**config.mk**
```make
export PLATFORM = sky130hd
export DESIGN_NAME = xdff_bank_flat
export DESIGN_NICKNAME = d
export VERILOG_FILES = /design/src/rtl/xdff_bank_if.sv /design/src/rtl/xdff_bank.sv /design/src/flat_wrapper.sv
export SDC_FILE = /design/constraint.sdc
export NUM_CORES = 1
export LEC_CHECK = 0
export BUFFER_PORTS_ARGS = -buffer_cell sky130_fd_sc_hd__buf_2
export CAP_MARGIN = 20
export CELL_PAD_IN_SITES_DETAIL_PLACEMENT = 0
export CELL_PAD_IN_SITES_GLOBAL_PLACEMENT = 1
export CORE_MARGIN = 2
export CORE_UTILIZATION = 40
export DETAILED_ROUTE_END_ITERATION = 10
export PLACE_DENSITY_LB_ADDON = 0.1
export SETUP_SLACK_MARGIN = 0.2
export SKIP_CTS_REPAIR_TIMING = 1
export SYNTH_ARGS = -nofsm -noshare
export SYNTH_HDL_FRONTEND = slang
export SYNTH_SLANG_ARGS = --single-unit
```
**constraint.sdc**
```tcl
create_clock -name clk0 -period 4.1 [get_ports clk0]
set_input_delay 0.615 -clock clk0 [delete_from_list [all_inputs] [get_ports clk0]]
set_output_delay 0.615 -clock clk0 [all_outputs]
set_load 0.03 [all_outputs]
```
**src/rtl/xdff_bank_if.sv**
```systemverilog
// Control, data and status bundle for the xdff_bank register cell.
// The master side drives control/data; the slave side returns register state.
interface xdff_bank_if #(
  parameter int unsigned WIDTH = 8
);
  logic             Rs;
  logic             S;
  logic             En;
  logic [2:0]       Mode;
  logic [WIDTH-1:0] D0;
  logic             Sin;
  logic [WIDTH-1:0] Q0;
  logic             Sout;
  logic             Tc;
  logic             Wrap;

  modport master (
    output Rs, S, En, Mode, D0, Sin,
    input  Q0, Sout, Tc, Wrap
  );

  modport slave (
    input  Rs, S, En, Mode, D0, Sin,
    output Q0, Sout, Tc, Wrap
  );
endinterface

```
**src/rtl/xdff_bank.sv**
```systemverilog
// WIDTH-bit storage/counting cell: async reset, sync reset/set, enable, and
// load/shift/rotate/up-down count modes with terminal count and wrap pulse.
module xdff_bank #(
  parameter int unsigned           WIDTH     = 8,
  parameter logic [WIDTH-1:0]      RESET_VAL = '0,
  parameter logic [WIDTH-1:0]      SET_VAL   = '1
) (
  input  logic        clk0,
  input  logic        Ra,
  xdff_bank_if.slave  bus
);

  typedef enum logic [2:0] {
    MODE_HOLD = 3'b000,
    MODE_LOAD = 3'b001,
    MODE_SHL  = 3'b010,
    MODE_SHR  = 3'b011,
    MODE_UP   = 3'b100,
    MODE_DN   = 3'b101,
    MODE_ROL  = 3'b110,
    MODE_ROR  = 3'b111
  } mode_e;

  logic [WIDTH-1:0] r_q;
  logic             r_wrap;
  logic [WIDTH-1:0] w_q_nxt;
  logic             w_wrap_nxt;
  logic             w_tc;
  logic             w_sout;
  mode_e            w_mode;

  assign w_mode = mode_e'(bus.Mode);

  // Terminal count: counter sits at the value the next advance wraps from
  always_comb begin
    w_tc = 1'b0;
    if (bus.En) begin
      case (w_mode)
        MODE_UP: w_tc = (r_q == '1);
        MODE_DN: w_tc = (r_q == '0);
        default: w_tc = 1'b0;
      endcase
    end
  end

  // Serial out shows the bit about to leave; independent of En
  always_comb begin
    w_sout = 1'b0;
    case (w_mode)
      MODE_SHL, MODE_ROL: w_sout = r_q[WIDTH-1];
      MODE_SHR, MODE_ROR: w_sout = r_q[0];
      default:            w_sout = 1'b0;
    endcase
  end

  // Next state: Rs > S > hold (En = 0) > mode operation
  always_comb begin
    w_q_nxt    = r_q;
    w_wrap_nxt = 1'b0;
    if (bus.Rs) begin
      w_q_nxt = RESET_VAL;
    end else if (bus.S) begin
      w_q_nxt = SET_VAL;
    end else if (bus.En) begin
      case (w_mode)
        MODE_HOLD: w_q_nxt = r_q;
        MODE_LOAD: w_q_nxt = bus.D0;
        MODE_SHL:  w_q_nxt = {r_q[WIDTH-2:0], bus.Sin};
        MODE_SHR:  w_q_nxt = {bus.Sin, r_q[WIDTH-1:1]};
        MODE_UP: begin
          w_q_nxt    = r_q + WIDTH'(1);
          w_wrap_nxt = w_tc;
        end
        MODE_DN: begin
          w_q_nxt    = r_q - WIDTH'(1);
          w_wrap_nxt = w_tc;
        end
        MODE_ROL:  w_q_nxt = {r_q[WIDTH-2:0], r_q[WIDTH-1]};
        MODE_ROR:  w_q_nxt = {r_q[0], r_q[WIDTH-1:1]};
        default:   w_q_nxt = r_q;
      endcase
    end
  end

  always_ff @(posedge clk0 or posedge Ra) begin
    if (Ra) begin
      r_q    <= RESET_VAL;
      r_wrap <= 1'b0;
    end else begin
      r_q    <= w_q_nxt;
      r_wrap <= w_wrap_nxt;
    end
  end

  assign bus.Q0   = r_q;
  assign bus.Wrap = r_wrap;
  assign bus.Sout = w_sout;
  assign bus.Tc   = w_tc;

endmodule

```
**src/flat_wrapper.sv**
```systemverilog
// flat-port wrapper written by rule: the top's interface ports become plain ports
module xdff_bank_flat 
#(
  parameter int unsigned           WIDTH     = 8,
  parameter logic [WIDTH-1:0]      RESET_VAL = '0,
  parameter logic [WIDTH-1:0]      SET_VAL   = '1
)
  (clk0, Ra, bus_Rs, bus_S, bus_En, bus_Mode, bus_D0, bus_Sin, bus_Q0, bus_Sout, bus_Tc, bus_Wrap);
  xdff_bank_if #(.WIDTH(WIDTH)) bus_i ();
  input  logic clk0;
  input  logic Ra;
  input wire logic [$bits(bus_i.Rs)-1:0] bus_Rs;
  input wire logic [$bits(bus_i.S)-1:0] bus_S;
  input wire logic [$bits(bus_i.En)-1:0] bus_En;
  input wire logic [$bits(bus_i.Mode)-1:0] bus_Mode;
  input wire logic [$bits(bus_i.D0)-1:0] bus_D0;
  input wire logic [$bits(bus_i.Sin)-1:0] bus_Sin;
  output wire logic [$bits(bus_i.Q0)-1:0] bus_Q0;
  output wire logic [$bits(bus_i.Sout)-1:0] bus_Sout;
  output wire logic [$bits(bus_i.Tc)-1:0] bus_Tc;
  output wire logic [$bits(bus_i.Wrap)-1:0] bus_Wrap;
  assign bus_i.Rs = bus_Rs;
  assign bus_i.S = bus_S;
  assign bus_i.En = bus_En;
  assign bus_i.Mode = bus_Mode;
  assign bus_i.D0 = bus_D0;
  assign bus_i.Sin = bus_Sin;
  assign bus_Q0 = bus_i.Q0;
  assign bus_Sout = bus_i.Sout;
  assign bus_Tc = bus_i.Tc;
  assign bus_Wrap = bus_i.Wrap;
  xdff_bank #(.WIDTH(WIDTH), .RESET_VAL(RESET_VAL), .SET_VAL(SET_VAL)) u_core (.clk0(clk0), .Ra(Ra), .bus(bus_i));
endmodule
```
# Word level (Yosys, flattened, before mapping)
# Index checks and enable logic that the tools add are counted.
# W data, S select, Z words.
[totals] reg_bits=9 latchBits=0 ram_bits=0 rom_bits=0 input_bits=17 output_inout_bits=11 wordCells=31 memories=0
[op_classes] n_addsub=2 mul=0 n_div=0 n_lt_le_gt_ge=0 eq_ne=9 shifts=0 muxes=11 bitwise=0 n_reduce_logical=7
[ops] cell="$pmux W8 S7" count=1
[ops] cell="$mux W8" count=3
[ops] cell="$eq A3 B3 Y1 const B" count=4
[ops] cell="$add A8 B1 Y8 const B" count=1
[ops] cell="$eq A8 B8 Y1 const B" count=1
[ops] cell="$logic_not A8 Y1" count=1
[ops] cell="$sub A8 B1 Y8 const B" count=1
[ops] cell="$eq A3 B2 Y1 const B" count=2
[ops] cell="$reduce_or A2 Y1" count=3
[ops] cell="$mux W1" count=5
[ops] cell="$pmux W1 S2" count=2
[ops] cell="$eq A3 B1 Y1 const B" count=1
[ops] cell="$logic_not A3 Y1" count=1
[ops] cell="$ne A3 B3 Y1 const B" count=1
[ops] cell="$reduce_bool A3 Y1" count=1
[ops] cell="$reduce_and A2 Y1" count=1

# Depth between registers and ports, before layout
[logic_depth] ltp_word=7 mapped_depth=9 depth_no_buf=8

# Least setup slack after synthesis
# OpenSTA, ideal clock, no wires.
[synth_timing] kind="input-to-output" from="input bus_Mode[0]" to="output bus_Sout" arrival_ps=1744 required_time_ps=3485 path_slack_ps=1741 path_stages=4 n_path_buf=2 cell_sequence="buf_2 buf_4 nand2_1 a21boi_0"
[synth_between] elab_chain_cells=3 word_cells_on_any_way=7 cone_classes="eq/ne (4); mux (1); reduce/logical (2)"
[synth_rtl] element="start, declared" line="flat_wrapper.sv:15" rtl="input wire logic [$bits(bus_i.Mode)-1:0] bus_Mode;"
[synth_rtl] element="$eq A3 B2 Y1 / $eq A3 B3 Y1 (equally long branches)" line="xdff_bank.sv:49" rtl="case (w_mode)"
[synth_rtl] element="$reduce_or A2 Y1" line="xdff_bank.sv:49"
[synth_rtl] element="$pmux W1 S2 (*)" line="xdff_bank.sv:49"
[synth_rtl] element="end, declared" line="flat_wrapper.sv:19" rtl="output wire logic [$bits(bus_i.Sout)-1:0] bus_Sout;"
# Every way passes the cells marked *; elsewhere a longest branch is shown, timed or not.

# Final worst setup path
[layout_timing] from="input bus_Mode[0]" to="output bus_Tc"
[layout_between] elab_chain_cells=3 word_cells_on_any_way=4 cone_classes="eq/ne (2); mux (2)"
[layout_rtl] element="$eq A3 B3 Y1" line="xdff_bank.sv:38" rtl="case (w_mode)"
[layout_rtl] element="$pmux W1 S2 (*)" line="xdff_bank.sv:38"
[layout_rtl] element="$mux W1 (*)" line="xdff_bank.sv:37" rtl="if (bus.En) begin"
[layout_rtl] element="end, declared" line="flat_wrapper.sv:20" rtl="output wire logic [$bits(bus_i.Tc)-1:0] bus_Tc;"
# Marks and branches as above.

==> impl_metrics.json <==
{
  "viasPerCell": 6.17,
  "timing.final.crit_share_pct": 65.6,
  "area.growth.synth_to_final_pct": 13.3,
  "fin_crit_ps": 2690,
  "clkTransAtPathRegs_ps": 70,
  "rows": 18,
  "finalSetupTns_ps": 0,
  "slew_headroom_pct": 66.2,
  "grt_max_degree": 23,
  "wl_met2_mm": 1.44,
  "cts_tree": "built",
  "ys_seq_area_share_pct": 22.2,
  "synthXorXnorAreaFrac_pct": 1.73,
  "first_global_vias": 934,
  "crit_path_start_kind": "primary input",
  "yosys.area_share.simple_pct": 30.6,
  "fin_ws_ps": 1410,
  "rsz0062_at_grt": "no",
  "chipWidth_um": 54.4,
  "yosysWarningCount": 0,
  "synth_area_leaders": "dfrtp_1 (22%), nor2_1 (4.8%), a21oi_1 (4.4%)",
  "cp_slowest_cell": "buf_2",
  "grt-ovfl-total": 0,
  "hpwl_mm": 2.15,
  "crit_fanout": 22,
  "clockBufferDepth": 2,
  "synth_enable_flop_cells": 0,
  "max_freq_mhz": 372,
  "ys.flop_type": "dfrtp_1",
  "grt_pass1_wl_mm": 4.60,
  "hold_class": "primary input to asynchronous set/reset pin",
  "cp_common_cell": "buf_2",
  "multi_input_comb_area_um2": 714,
  "met3_length_um": 143,
  "routed_wirelength_mm": 2.90,
  "nets": 170,
  "fin_util_pct": 47.3,
  "avgSynthCellArea_um2": 7.69,
  "antenna_found_initial": 0,
  "netlist_instances": 132,
  "drt_iter0_markers": 22,
  "max_cap_violations": 0,
  "synth.ff_latch_count": 9,
  "slowest_delay_ps": 350,
  "highest_layer": "met3",
  "drtAntennaViolNets": 0,
  "reg2regPathDepth": 7,
  "dieArea_um2": 2960,
  "num_io_pins": 28,
  "synth_most_common_cell": "nor2_1",
  "timing_hold_violations_final": 0,
  "fillerInstances": 245,
  "h-tree-depth": 1,
  "slew_violations": 0,
  "via_count": 1116,
  "cts_root_buffer": "clkbuf_4",
  "gp_congestion": 0.836,
  "syn_nets": 150,
  "status": "complete, no violations",
  "antenna_cells": 0,
  "drc": 0,
  "regToRegSetupSlack_ps": 2120,
  "pwr_density_cell_nw_per_um2": 265,
  "synth_largest_area_cell": "dfrtp_1",
  "yosysTopAreaCellShare_pct": 22.2,
  "layout-drive-gt1-share_pct": 25.2,
  "regToRegStartpoint": "u_core.bus.Q0[1]",
  "async_flop_share_pct": 100,
  "arrival_ps": 2080,
  "vdd_drop_max_v": 0.000187,
  "io_buffers": 27,
  "synth_compound_area_share_pct": 30.5,
  "clkLatencyLatePin_ps": 260,
  "dp_slack_ps": 1440,
  "synth_top_family_by_area": "simple AND/OR/NAND/NOR gates",
  "avgRoutedWirePerCell_um": 16.0,
  "dieHeight_um": 54.4,
  "start_util_pct": 41.7,
  "finClkSkew_ps": 6.57,
  "r2r_end": "u_core.bus.Q0[4]",
  "synth_cell_types": 45,
  "coreArea_um2": 2430,
  "wl_met1_mm": 1.32,
  "crit_type": "primary input to primary output",
  "muxShareOfSynthArea_pct": 6.41,
  "drt-pass1-iter-count": 4,
  "setup_viol": 0,
  "hold_slack_ps": 302,
  "clock-sinks": 9,
  "cp-end-kind": "primary output",
  "synth_top_cells_by_count": "nor2_1 (13), nand2_1 (10), a21oi_1 (9), dfrtp_1 (9), nor3_1 (7)",
  "critPathRequiredTime_ps": 3480,
  "path_cells": "buf_2, nand3b_4, or3_1, o31ai_1, and2_2, buf_2",
  "worst_pin_slew_ps": 504,
  "cts_inserted_buffers": 3,
  "syn-cell-area_um2": 1010,
  "grt_use_total_pct": 21.5,
  "p_leak_nw": 0.515,
  "synth_fa_ha_area_share_pct": 1.23,
  "seq_area_um2": 225
}
## placed cells by master, fill, tap and decap left out, types with 2 or more instances in the layout
cell type  netlist  layout
a211oi_1         2       2
nand3_1          2       2
mux2_2           4       4
xnor2_1          2       2
buf_2            6      27
inv_1            3       3
o22ai_1          4       4
a221o_1          2       2
a31oi_1          3       3
nand2b_1         2       2
a22o_1           2       2
a21boi_0         2       2
a221oi_1         2       2
clkbuf_4         0       3
dfrtp_1          9       9
a21oi_1          9       9
o21ai_0          5       5
and3_1           2       2
o21bai_1         2       2
o31ai_1          3       3
nor2_1          13      13
mux2i_1          2       2
nor3b_1          3       3
o32ai_1          2       2
nor3_1           7       7
nand2_1         10      10
and2_1           2       2
nor2b_1          4       4
nand4_1          3       3
## critical path, delay by kind of cell
family                 cells  cell delay [ps]
AO/OA/AOI/OAI              1              200
buffers and inverters      2              540
AND/OR/NAND/NOR            3              710
## final cells by class
cell class / count / area share (%)
clock buffers: 4 / 2.29
inverters: 3 / 0.979
repair buffers: 27 / 11.8
multi-input cells: 108 / 62.1
flip-flops and latches: 9 / 19.6
well taps: 30 / 3.26
## how the worst max path moves through the flow
stage / startpoint / end / slack, ps / cells past startpoint
global route: bus_Mode[0] / bus_Tc / 1330 / 6
detailed placement: bus_Mode[0] / bus_Tc / 1440 / 6
CTS: bus_Mode[0] / bus_Tc / 1430 / 6
finish: bus_Mode[0] / bus_Tc / 1410 / 6
global placement: bus_Mode[0] / bus_Tc / 1450 / 6
floorplan: bus_Mode[0] / bus_Sout / 1740 / 4
## flip-flops by register name, indices dropped and copies added (netlist names)
signal / cells
u_core.bus.Q0: 8
u_core.bus.Wrap: 1
## where the power goes
part | switching [mW] | internal, mW
combinational | 0.0715 | 0.0464
clock | 0.0324 | 0.0376
sequential | 0.0204 | 0.0964
total | 0.124 | 0.180
## metal layers
metal / vias to the layer above / GRT usage (%)
met5: - / 0
met4: 0 / 1.25
met1: 534 / 28.0
met2: 40 / 36.9
li1: 542 / -
met3: 0 / 5.74
## cell families after synthesis
family | Yosys count
xor+xnor | 2
flops | 9
mux | 6
fa+ha+maj | 1
compound gates | 45
simple gates | 54
buf+inv | 15
## per-stage QoR
step / instances / power (mW) / instance area (um^2)
floorplan: 132 / 0.203 / 1010
finish: 181 / 0.305 / 1150
global placement: 177 / 0.235 / 1120
detailed placement: 177 / 0.235 / 1120
global route: 181 / 0.327 / 1150
CTS: 181 / 0.307 / 1150
(Power assumes the default switching activity.)
